==> src/rtl/cmd_dispatch_if.sv <==
// cmd_dispatch_if: command, register-file and transmitter signals of cmd_dispatch.
interface cmd_dispatch_if;
  logic        cmd_rdy;
  logic [23:0] cmd;
  logic [15:0] rd_data;
  logic        tx_done;
  logic        wr_en;
  logic        rd_en;
  logic [5:0]  addr;
  logic [15:0] wr_data;
  logic        trmt;
  logic [7:0]  tx_data;
  logic        busy;
  logic        err;
  logic        ovr;
  modport master (
    output cmd_rdy, cmd, rd_data, tx_done,
    input  wr_en, rd_en, addr, wr_data, trmt, tx_data, busy, err, ovr
  );
  modport slave (
    input  cmd_rdy, cmd, rd_data, tx_done,
    output wr_en, rd_en, addr, wr_data, trmt, tx_data, busy, err, ovr
  );
endinterface

==> src/rtl/cmd_dispatch.sv <==
// cmd_dispatch: decodes 24-bit commands, strobes the register file and returns ACK/NAK or read bytes.
// Optional transmit watchdog enabled by defining CMD_DISPATCH_TIMEOUT_EN.
module cmd_dispatch #(
  parameter logic [7:0] ACK     = 8'hA5,
  parameter logic [7:0] NAK     = 8'hEE,
  parameter int         TIMEOUT = 1024
) (
  input logic           clk,
  input logic           rst_n,
  cmd_dispatch_if.slave bus
);
  typedef enum logic [1:0] {IDLE, RD_CAP, SEND, WAIT} state_t;
  state_t     state_q, state_d;
  logic [7:0] tx_data_q, tx_data_d, lo_q, lo_d;
  logic       two_q, two_d, err_q, err_d, ovr_q, ovr_d, trmt_q, busy_q;
  logic [1:0] op;
  logic       idle_cmd, expire;
  assign op       = bus.cmd[23:22];
  assign idle_cmd = bus.cmd_rdy && state_q == IDLE;
`ifdef CMD_DISPATCH_TIMEOUT_EN
  localparam int CW = $clog2(TIMEOUT);
  logic [CW-1:0] cnt_q, cnt_d;
  assign expire = state_q == WAIT && !bus.tx_done && cnt_q == CW'(TIMEOUT - 1);
  assign cnt_d  = state_q == SEND ? '0 : state_q == WAIT ? cnt_q + 1'b1 : cnt_q;
  always_ff @(posedge clk or negedge rst_n)
    if (!rst_n) cnt_q <= '0;
    else cnt_q <= cnt_d;
`else
  assign expire = 1'b0;
`endif
  always_comb begin
    state_d   = state_q;
    tx_data_d = tx_data_q;
    lo_d      = lo_q;
    two_d     = two_q;
    err_d     = err_q;
    ovr_d     = ovr_q | (bus.cmd_rdy && state_q != IDLE);
    case (state_q)
      IDLE: if (bus.cmd_rdy) begin
        err_d     = op == 2'b11;
        two_d     = 1'b0;
        tx_data_d = op == 2'b10 ? tx_data_q : op == 2'b11 ? NAK : ACK;
        state_d   = op == 2'b10 ? RD_CAP : SEND;
      end
      RD_CAP: begin
        lo_d      = bus.rd_data[7:0];
        tx_data_d = bus.rd_data[15:8];
        two_d     = 1'b1;
        state_d   = SEND;
      end
      SEND: state_d = WAIT;
      WAIT: if (bus.tx_done) begin
        tx_data_d = two_q ? lo_q : tx_data_q;
        two_d     = 1'b0;
        state_d   = two_q ? SEND : IDLE;
      end else if (expire) begin
        err_d   = 1'b1;
        two_d   = 1'b0;
        state_d = IDLE;
      end
    endcase
  end
  always_ff @(posedge clk or negedge rst_n)
    if (!rst_n) begin
      state_q   <= IDLE;
      tx_data_q <= '0;
      lo_q      <= '0;
      two_q     <= 1'b0;
      err_q     <= 1'b0;
      ovr_q     <= 1'b0;
      trmt_q    <= 1'b0;
      busy_q    <= 1'b0;
    end else begin
      state_q   <= state_d;
      tx_data_q <= tx_data_d;
      lo_q      <= lo_d;
      two_q     <= two_d;
      err_q     <= err_d;
      ovr_q     <= ovr_d;
      trmt_q    <= state_d == SEND;
      busy_q    <= state_d != IDLE;
    end
  assign bus.wr_en   = idle_cmd && op == 2'b01;
  assign bus.rd_en   = idle_cmd && op == 2'b10;
  assign bus.addr    = bus.cmd[21:16];
  assign bus.wr_data = bus.cmd[15:0];
  assign bus.trmt    = trmt_q;
  assign bus.tx_data = tx_data_q;
  assign bus.busy    = busy_q;
  assign bus.err     = err_q;
  assign bus.ovr     = ovr_q;
endmodule
==> src/flat_wrapper.sv <==
// flat-port wrapper written by rule: the top's interface ports become plain ports
module cmd_dispatch_flat 
#(
  parameter logic [7:0] ACK     = 8'hA5,
  parameter logic [7:0] NAK     = 8'hEE,
  parameter int         TIMEOUT = 1024
)
  (clk, rst_n, bus_cmd_rdy, bus_cmd, bus_rd_data, bus_tx_done, bus_wr_en, bus_rd_en, bus_addr, bus_wr_data, bus_trmt, bus_tx_data, bus_busy, bus_err, bus_ovr);
  cmd_dispatch_if bus_i ();
  input logic clk;
  input logic rst_n;
  input wire logic [$bits(bus_i.cmd_rdy)-1:0] bus_cmd_rdy;
  input wire logic [$bits(bus_i.cmd)-1:0] bus_cmd;
  input wire logic [$bits(bus_i.rd_data)-1:0] bus_rd_data;
  input wire logic [$bits(bus_i.tx_done)-1:0] bus_tx_done;
  output wire logic [$bits(bus_i.wr_en)-1:0] bus_wr_en;
  output wire logic [$bits(bus_i.rd_en)-1:0] bus_rd_en;
  output wire logic [$bits(bus_i.addr)-1:0] bus_addr;
  output wire logic [$bits(bus_i.wr_data)-1:0] bus_wr_data;
  output wire logic [$bits(bus_i.trmt)-1:0] bus_trmt;
  output wire logic [$bits(bus_i.tx_data)-1:0] bus_tx_data;
  output wire logic [$bits(bus_i.busy)-1:0] bus_busy;
  output wire logic [$bits(bus_i.err)-1:0] bus_err;
  output wire logic [$bits(bus_i.ovr)-1:0] bus_ovr;
  assign bus_i.cmd_rdy = bus_cmd_rdy;
  assign bus_i.cmd = bus_cmd;
  assign bus_i.rd_data = bus_rd_data;
  assign bus_i.tx_done = bus_tx_done;
  assign bus_wr_en = bus_i.wr_en;
  assign bus_rd_en = bus_i.rd_en;
  assign bus_addr = bus_i.addr;
  assign bus_wr_data = bus_i.wr_data;
  assign bus_trmt = bus_i.trmt;
  assign bus_tx_data = bus_i.tx_data;
  assign bus_busy = bus_i.busy;
  assign bus_err = bus_i.err;
  assign bus_ovr = bus_i.ovr;
  cmd_dispatch #(.ACK(ACK), .NAK(NAK), .TIMEOUT(TIMEOUT)) u_core (.clk(clk), .rst_n(rst_n), .bus(bus_i));
endmodule
==> config.mk <==
export PLATFORM = sky130hd
export DESIGN_NAME = cmd_dispatch_flat
export DESIGN_NICKNAME = d
export VERILOG_FILES = /design/src/rtl/cmd_dispatch_if.sv /design/src/rtl/cmd_dispatch.sv /design/src/flat_wrapper.sv
export SDC_FILE = /design/constraint.sdc
export NUM_CORES = 1
export LEC_CHECK = 0
export BUFFER_PORTS_ARGS = -buffer_cell sky130_fd_sc_hd__buf_2
export CAP_MARGIN = 20
export CORE_UTILIZATION = 38
export CTS_CLUSTER_DIAMETER = 60
export CTS_CLUSTER_SIZE = 40
export DETAILED_ROUTE_END_ITERATION = 8
export GPL_ROUTABILITY_DRIVEN = 1
export PLACE_DENSITY = 0.76
export SETUP_SLACK_MARGIN = 0.4
export SYNTH_ARGS = -nofsm -noshare
export SYNTH_HDL_FRONTEND = slang
export SYNTH_SLANG_ARGS = --single-unit
==> constraint.sdc <==
create_clock -name clk -period 1.9 [get_ports clk]
set_clock_uncertainty 0.05 [all_clocks]
set_input_delay 0.19 -clock clk [delete_from_list [all_inputs] [get_ports clk]]
set_output_delay 0.19 -clock clk [all_outputs]
set_load 0.1 [all_outputs]
==> results of run 1 <==
-- kinds of logic (layout without fill, tap and decap cells) --
logic type             after synthesis  after routing  synth area share
flip-flops                          23             23             0.458
multiplexers                        21             21             0.195
buffers and inverters               29             54             0.159
AO/OA/AOI/OAI                       17             17             0.108
AND/OR/NAND/NOR                     17             17            0.0796
-- state kept, by name (all words and copies together), names as in the netlist --
register and cells:
u_core.state_q 2, u_core.bus.trmt 1, u_core.bus.busy 1, u_core.two_q 1, u_core.bus.err 1, u_core.bus.ovr 1, u_core.bus.tx_data 8, u_core.lo_q 8
-- power breakdown --
part           internal (mW)  leakage, nW  total (mW)  switching (mW)
logic                  0.638        0.449        1.94            1.30
clock network         0.0784       0.0177       0.215           0.137
registers              0.713        0.265       0.826           0.113
-- layout make-up --
class	instances	area (um^2)
fillers	303	1590
clock buffers	3	22.5
inverters	3	11.3
multi-input cells	55	527
clock inverters	1	5.00
repair buffers	47	317
flip-flops and latches	23	576
well taps	44	55.1
-- worst max-delay path: cells and delay by family, from the launching register on --
family / cells / cell delay, ns
flops: 1 / 0.41
simple gates: 2 / 0.62
buf+inv: 2 / 0.34
-- through the flow --
| step | TNS, ns | area (um^2) | setup slack (ns) | power [mW] | hold slack [ns] |
|---|---|---|---|---|---|
| finish | -0.0128 | 1510 | -0.00887 | 2.98 | 0.0602 |
| global route | -0.153 | 1510 | -0.0808 | 3.12 | 0.0415 |
| CTS | -0.0503 | 1470 | -0.0308 | 2.93 | 0.0524 |
| detailed placement | 0 | 1400 | 0.266 | 2.65 | 0.136 |
| global placement | 0 | 1400 | 0.303 | 2.61 | 0.126 |
| floorplan | -0.299 | 1290 | -0.150 | 2.53 | -0.156 |
-- cell usage in the layout (no fill, tap or decap) --
cell type	n
o22ai_4	1
buf_4	6
and4b_2	1
nor3b_4	2
nor2_1	4
a21oi_1	8
nor2b_1	1
inv_2	2
mux2_2	8
buf_2	33
clkbuf_4	3
nand2_4	1
buf_12	2
inv_1	1
o21ai_0	2
nand2b_1	2
o21bai_1	1
a21oi_2	1
dfrtp_1	23
a32oi_4	1
buf_6	5
mux2i_1	8
clkinv_2	1
nand2_1	4
mux2_4	5
or3b_4	1
nand2b_4	1
a41oi_1	2
a41oi_2	1
dlygate4sd3_1	1
-- metal layers --
metal,vias up,global-route usage,part of all wire
li1,400,-,-
met1,402,0.165,0.44
met2,33,0.215,0.47
met3,4,0.0218,0.073
met4,0,0.0631,0.0089
met5,-,0,0
-- worst max-delay path by stage --
stage	slack (ns)	cells past startpoint	endpoint
2_1_floorplan	-0.15	4	bus_rd_en
3_3_place_gp	0.30	4	bus_rd_en
3_5_place_dp	0.27	4	bus_rd_en
4_1_cts	-0.03	4	bus_rd_en
5_1_grt	-0.08	4	bus_rd_en
6_report	-0.009	4	bus_rd_en
-- timing repair --
item                                    in CTS  in global routing
hold buffers                                 1                  0
pin swaps                                    4                  5
gates resized for setup                      5                  6
endpoints found under the setup margin      10                 12
endpoints found under the hold margin       23                  0
buffers inserted                             3                  2
cloned                                       0                  0
==> qor.txt, run 1 <==
Starting Density: 0.405
total vias in the final route: 839
Worst Hold Endpoint: u_core.lo_q[5]
H-tree depth: 1
Worst Path Max Fanout: 3
die area: 3540 um^2
clock-pin slew on the worst setup and hold paths: 0.12 ns
top cell type's share of synthesized area: 0.458
Slew @ Worst Pin: 0.494 ns
largest area contributor in the netlist: dfrtp_1
#FFs+latches synth: 23
Synth Net Count: 151
routed length per instance: 13.5 um
Worst Setup Slack, final: -0.00887 ns
hold path cells: 2
status: finished with violations
first-pass GRT wire length: 3440 um
First DRT Iteration DRCs: 9
CP peak stage delay: 0.41 ns
r2r worst-path depth: 6
slew margin rel.: 0.671
vias in the first global route: 812
clock latency on the worst-skew pair: 0.30 ns
P&R area growth vs syn: 20.3%
Antenna Cells: 0
Non-Filler Instances: 176
RSZ-0062 raised after global routing: true
Worst Path Arrival: 1.67 ns
PwrDens: 1970 nW/um^2
fmax: 524 MHz
Hold Vio Cnt, Final: 0
die extent in x: 59.5 um
unique cell type count in the Yosys netlist: 23
Setup CP Type: reg -> out
I/O Buffers: 35
die height: 59.5 um
crit path cell chain: or3b_4 > buf_6 > nor3b_4 > buf_12
hold_sp: bus_rd_data[5]
sequential element share of the synthesized area: 0.458
TritonCTS clock tree: built
RD Place Congestion: 0.730
# IOs: 80
core area: 3100 um^2
synthesized cell area: 1260 um^2
Worst EP required: 1.66 ns
FFs w/ async S/R, synth: 1.00
RR Endpoint: u_core.bus.tx_data[0]
worst r2r src: u_core.state_q[1]
CTS Sinks: 23
# setup viols final: 2
Crit. End Element: output pin
largest net degree at the start of global routing: 24
fin nets: 177
initial antenna violation count: 0
gr usage total: 0.130
flop2flop setup slack: 0.05 ns
CTS Buf Count: 3
DRC: 0
final wirelength: 2370 um
Primary FF master, synth: dfrtp_1
Startpoint Class: flop
Mapped Avg Cell Area: 11.8 um^2
number of synthesized flops with an enable pin: 0
Tmin final: 1.91 ns
final slew viol count: 0
Max VDD drop: 0.000731 V
most numerous cell in the Yosys netlist: dfrtp_1
period utilization: 1.00
gr ovfl total: 0
# Max-Cap Violations: 0
Hold Crit Class: in -> reg
number of vias per cell: 4.77
slowest stage cell on the critical path: dfrtp_1
failing checks: negative setup slack
Placed Cells: 166
ranking of synthesized cells by area: dfrtp_1, buf_4, mux2_2, mux2i_1, mux2_4
Static Leak: 0.731 nW
layout cell share with drive strength beyond 1: 0.568
clock tree buffer depth: 2
Clock Root Buffer: clkbuf_4
FP Rows: 20
fin util: 0.488
Antenna Nets Post-Route: 0
drt first pass iters: 4
Post-Syn Instances: 107
Critical path origin: u_core.state_q[1]
warnings from Yosys: 0
top post-synthesis cells by count: dfrtp_1, buf_4, a21oi_1
final HPWL from detailed placement: 1710 um
(Power assumes the default switching activity.)
==> inputs of run 2 (changes only) <==
Settings changed: ABC_AREA set to 1.
==> run 2 against run 1 <==
The flow now finishes without violations. Maximum frequency rose by 22%. Global-route usage rose by 2.2 points. Final area fell by 0.33%. Sequential cell count did not move. Via count rose by 26%. Hold slack got worse by 0.043 ns. Routed wire length rose by 4.9%. Critical path depth did not move. Utilization fell by 0.16 points. Critical path type unchanged. Largest power group unchanged.
==> qor.txt, run 2 <==
sequential share of power: 0.289
#FFs+latches synth: 23
most common cell after layout, fill and taps aside: nand2_1
clock-pin slew on the worst setup and hold paths: 0.12 ns
First DRT Iteration DRCs: 36
CTS Sinks: 23
RSZ-0062 raised after global routing: true
number of vias per cell: 4.63
Primary FF master, synth: dfrtp_1
Sw Pwr: 1.60 mW
H-tree depth: 1
fill count: 324
clock tree buffer depth: 2
CP peak stage delay: 0.43 ns
I/O Buffers: 35
first-pass GRT wire length: 4060 um
FP Rows: 20
Post-Syn Instances: 160
sequential element share of the synthesized area: 0.455
Setup CP Type: reg -> out
unique cell type count in the Yosys netlist: 17
post-synthesis mux area share: 0
top cell type's share of synthesized area: 0.455
fmax: 641 MHz
Static Leak: 0.802 nW
vias in the first global route: 954
Max VDD drop: 0.000696 V
die extent in x: 59.7 um
final HPWL from detailed placement: 1790 um
period utilization: 0.821
commonest non-fill, non-tap cells in the layout: nand2_1, nand3_1, buf_2
area of the multi-input gates: 523 um^2
Worst EP required: 1.66 ns
warnings from Yosys: 0
Setup TNS Final: 0 ns
most numerous cell in the Yosys netlist: nand2_1
Hold Crit Class: in -> reg
# IOs: 80
main combinational cell family by area after synthesis: simple AND/OR/NAND/NOR gates
CP bufs+invs: 1
Net Sw Frac: 0.565
PwrDens: 1880 nW/um^2
Compound-Gate Fraction of Synth Area: 0.0376
top post-synthesis cells by count: nand2_1, nand3_1, buf_4, dfrtp_1, inv_1
TritonCTS clock tree: built
Startpoint Class: flop
simple-gate area share of the yosys netlist: 0.329
Worst Path Arrival: 1.32 ns
layout cell share with drive strength beyond 1: 0.321
DP Worst Slack: 0.472 ns
DRC: 0
Antenna Cells: 0
register area: 576 um^2
number of synthesized flops with an enable pin: 0
die height: 59.7 um
routed length per instance: 10.9 um
fin nets: 229
final wirelength: 2490 um
combinational group share of total power: 0.632
status: finished, final reports clean
hold_ws: 0.0177 ns
critical path's top delay family: flip-flops
die area: 3560 um^2
core area: 3100 um^2
RD Place Congestion: 0.805
Crit. End Element: output pin
Antenna Nets Post-Route: 0
slowest stage cell on the critical path: dfrtp_1
Clock Root Buffer: clkbuf_4
area share of fa/ha/maj cells after synthesis: 0
# Max-Cap Violations: 0
total vias in the final route: 1056
FFs w/ async S/R, synth: 1.00
# setup viols final: 0
drt first pass iters: 4
clock latency on the worst-skew pair: 0.31 ns
hold path cells: 3
Slew @ Worst Pin: 0.502 ns
largest net degree at the start of global routing: 24
Worst Setup Slack, final: 0.339 ns
slew margin rel.: 0.665
Starting Density: 0.407
P&R area growth vs syn: 19.3%
Mapped Avg Cell Area: 7.90 um^2
Tmin final: 1.56 ns
initial antenna violation count: 0
CTS Buf Count: 3
Synth Net Count: 204
Crit. path cell count: 4
ranking of synthesized cells by area: dfrtp_1, nand2_1, buf_4, nand3_1, inv_1
final slew viol count: 0
gr ovfl total: 0
Cell Int Power: 1.23 mW
r2r worst-path depth: 8
gr usage total: 0.152
Worst Path Max Fanout: 3
Hold Vio Cnt, Final: 0
post-synthesis xor/xnor area fraction: 0
crit path cell chain: nor2_4 > nand2_4 > nor3_4 > buf_12
synthesized cell area: 1260 um^2
clock share of power: 0.079
largest area contributor in the netlist: dfrtp_1
-- run 2: power by group through the flow --
stage	logic (mW)	registers (mW)	clock network, mW
floorplan	0.895	1.52	0
global placement	1.61	0.825	0
detailed placement	1.64	0.830	0
CTS	1.67	0.814	0.235
global route	1.94	0.842	0.250
finish	1.79	0.817	0.224
-- run 2: worst paths after layout --
path                              startpoint               endpoint  slack [ns]
min                           bus_rd_data[3]         u_core.lo_q[3]        0.02
min reg2reg                   u_core.bus.ovr         u_core.bus.ovr        0.42
min in group asynchronous              rst_n         u_core.bus.err        0.32
max reg2reg                u_core.state_q[0]  u_core.bus.tx_data[0]        0.51
max                        u_core.state_q[0]              bus_wr_en        0.34
max in group asynchronous              rst_n      u_core.state_q[1]        1.15
-- run 2: layer usage --
metal	vias up	share of wire	GRT usage
met5	-	0	0
met1	468	0.43	0.187
met4	0	0.012	0.0565
met2	41	0.50	0.262
met3	4	0.058	0.0325
li1	543	-	-
-- run 2: worst min-delay path: stages --
cell and delay [ns]:
buf_2 0.07, nand2_1 0.04, nand2_1 0.05
-- run 2: cell families (layout without fill, tap and decap cells) --
group,count (synthesis),in the layout
buffers and inverters,36,59
AO/OA/AOI/OAI,6,6
AND/OR/NAND/NOR,95,96
flip-flops,23,23
-- run 2: area by class of cell --
cell class,count,share of cell area
Timing Repair Buffer,45,0.193
Multi-Input combinational cell,102,0.347
Tap cell,44,0.0365
Clock buffer,4,0.0174
Inverter,10,0.0249
Sequential cell,23,0.382
-- run 2: stage by stage --
| step | cell area (um^2) | utilization | std cells | power, mW |
|---|---|---|---|---|
| after floorplan | 1300 | - | 160 | 2.41 |
| after global placement | 1380 | 0.446 | 215 | 2.44 |
| after detailed placement | 1380 | 0.446 | 215 | 2.47 |
| after CTS | 1440 | 0.465 | 223 | 2.72 |
| after global routing | 1510 | 0.486 | 228 | 3.04 |
| final | 1510 | 0.486 | 228 | 2.83 |
-- run 2: repair_timing --
action	CTS	global route
resized for setup	0	6
hold buffers	1	0
hold endpoints to repair	23	0
buffers inserted	3	4
gates cloned	0	1
pin swaps	3	2
setup endpoints to repair	2	22
==> inputs of run 3 (changes only) <==
Settings changed: ABC_AREA 1 to 0.
Clock period 1.9 ns to 1.3 ns, I/O delays scaled along.
==> run 3 against run 2 <==
Final area is 26% higher. The flow now finishes with violations (negative setup slack). Register-to-register slack worse by 0.96 ns. Utilization is 12 points higher. Die area is 0.47% lower. Critical path depth stayed put. Combinational power is 110% higher. Cell count is 16% lower. Sequential power is 64% higher. Count of clock-buffer cells in the layout stayed put. Power is 92% higher. Sequential share of layout area is 7.0 points lower. Non-clock buffer count is 18 higher.
==> qor.txt, run 3 (same netlist as run 1, synthesis figures left out) <==
Setup CP Type: reg -> out
slowest stage cell on the critical path: or3b_4
# Max-Cap Violations: 0
die height: 59.5 um
total vias in the final route: 941
number of vias per cell: 4.90
CTS Sinks: 23
Max VDD drop: 0.000847 V
initial antenna violation count: 0
DP Worst Slack: -0.299 ns
final slew viol count: 0
Worst Path Max Fanout: 4
clock latency on the worst-skew pair: 0.30 ns
most common cell after layout, fill and taps aside: buf_2
period utilization: 1.43
gr usage total: 0.192
Worst EP required: 1.12 ns
# setup viols final: 22
Antenna Cells: 0
FP Rows: 20
Starting Density: 0.405
fmax: 537 MHz
CP peak stage delay: 0.41 ns
first-pass GRT wire length: 4960 um
# IOs: 80
DRC: 0
Worst Path Arrival: 1.68 ns
CTS Buf Count: 3
fill count: 251
I/O Buffers: 35
clock-pin slew on the worst setup and hold paths: 0.13 ns
Tmin final: 1.86 ns
RD Place Congestion: 0.769
Antenna Nets Post-Route: 0
Setup TNS Final: -7.03 ns
fin util: 0.610
Hold Vio Cnt, Final: 0
crit path cell chain: or3b_4 > buf_6 > nor3b_4 > buf_12
core area: 3100 um^2
Startpoint Class: flop
Static Leak: 0.898 nW
Placed Cells: 173
TritonCTS clock tree: built
vias in the first global route: 1043
status: finished with violations
fin nets: 193
Hold Crit Class: in -> reg
Worst Setup Slack, final: -0.561 ns
die extent in x: 59.5 um
failing checks: negative setup slack
P&R area growth vs syn: 50.5%
slew margin rel.: 0.659
final HPWL from detailed placement: 1970 um
flop2flop setup slack: -0.45 ns
clock tree buffer depth: 2
PwrDens: 2870 nW/um^2
Clock Root Buffer: clkbuf_4
die area: 3540 um^2
Non-Filler Instances: 192
layout cell share with drive strength beyond 1: 0.655
H-tree depth: 1
gr ovfl total: 0
Crit. End Element: output pin
First DRT Iteration DRCs: 13
drt first pass iters: 4
RSZ-0062 raised after global routing: true
Slew @ Worst Pin: 0.512 ns
Placed Instance Area: 1460 um^2
routed length per instance: 16.0 um
post-route cell area: 1890 um^2
commonest non-fill, non-tap cells in the layout: buf_2, buf_12, buf_4
largest net degree at the start of global routing: 24
final wirelength: 3070 um
run 3: cell types whose count changed in the layout (fill, tap and decap cells not counted), sizes merged, moves of 4 or more:
cell	before	now
nand3	34	0
mux2	0	13
a21oi	2	9
mux2i	0	8
dlygate4sd3	1	5
buf	44	58
nand2	54	5
inv	10	3
run 3: final timing paths:
check,cells past startpoint,startpoint,to
worst max-delay path,4,u_core.state_q[1],bus_rd_en
worst max register to register,5,u_core.state_q[1],u_core.bus.tx_data[6]
worst min-delay path,2,bus_rd_data[5],u_core.lo_q[5]
min in group asynchronous,2,rst_n,u_core.lo_q[6]
worst min register to register,1,u_core.lo_q[0],u_core.lo_q[0]
max in group asynchronous,2,rst_n,u_core.bus.tx_data[0]
run 3: per-stage QoR:
step	power, mW	hold slack, ns
2_1_floorplan	3.74	-0.216
3_3_place_gp	3.92	0.0691
3_5_place_dp	4.01	0.0796
4_1_cts	5.35	0.00326
5_1_grt	5.67	0.00440
6_report	5.44	0.00136
run 3: final cells by class:
type,instances,area [um^2],area share
inverter,3,11.3,0.00595
timing repair buffer,63,654,0.346
multi-input combinational,55,556,0.293
tap,44,55.1,0.0291
sequential,23,591,0.312
clock buffer,4,26.3,0.0139
run 3: power breakdown:
part	leakage (nW)	internal [mW]	switching [mW]
Combinational	0.630	1.73	2.04
Sequential	0.254	1.07	0.262
Clock	0.0150	0.120	0.206
Total	0.898	2.93	2.51
run 3: worst max-delay path, delay by kind of cell (launching register included):
family	cells	cell delay, ns
simple gates	2	0.63
flops	1	0.40
buf+inv	2	0.34
run 3: routing by layer:
metal / track usage / share of wire / vias to the layer above
met5: 0 / 0 / -
met4: 0.106 / 0.037 / 0
met3: 0.0306 / 0.063 / 24
met2: 0.347 / 0.52 / 39
met1: 0.213 / 0.37 / 444
li1: - / - / 434
run 3: repair_timing:
action | 4_1_cts | 5_1_grt
hold buffers | 5 | 0
setup buffers | 10 | 0
gates resized for setup | 70 | 4
endpoints found under the setup margin | 37 | 37
endpoints found under the hold margin | 27 | 0
pin swaps | 4 | 0
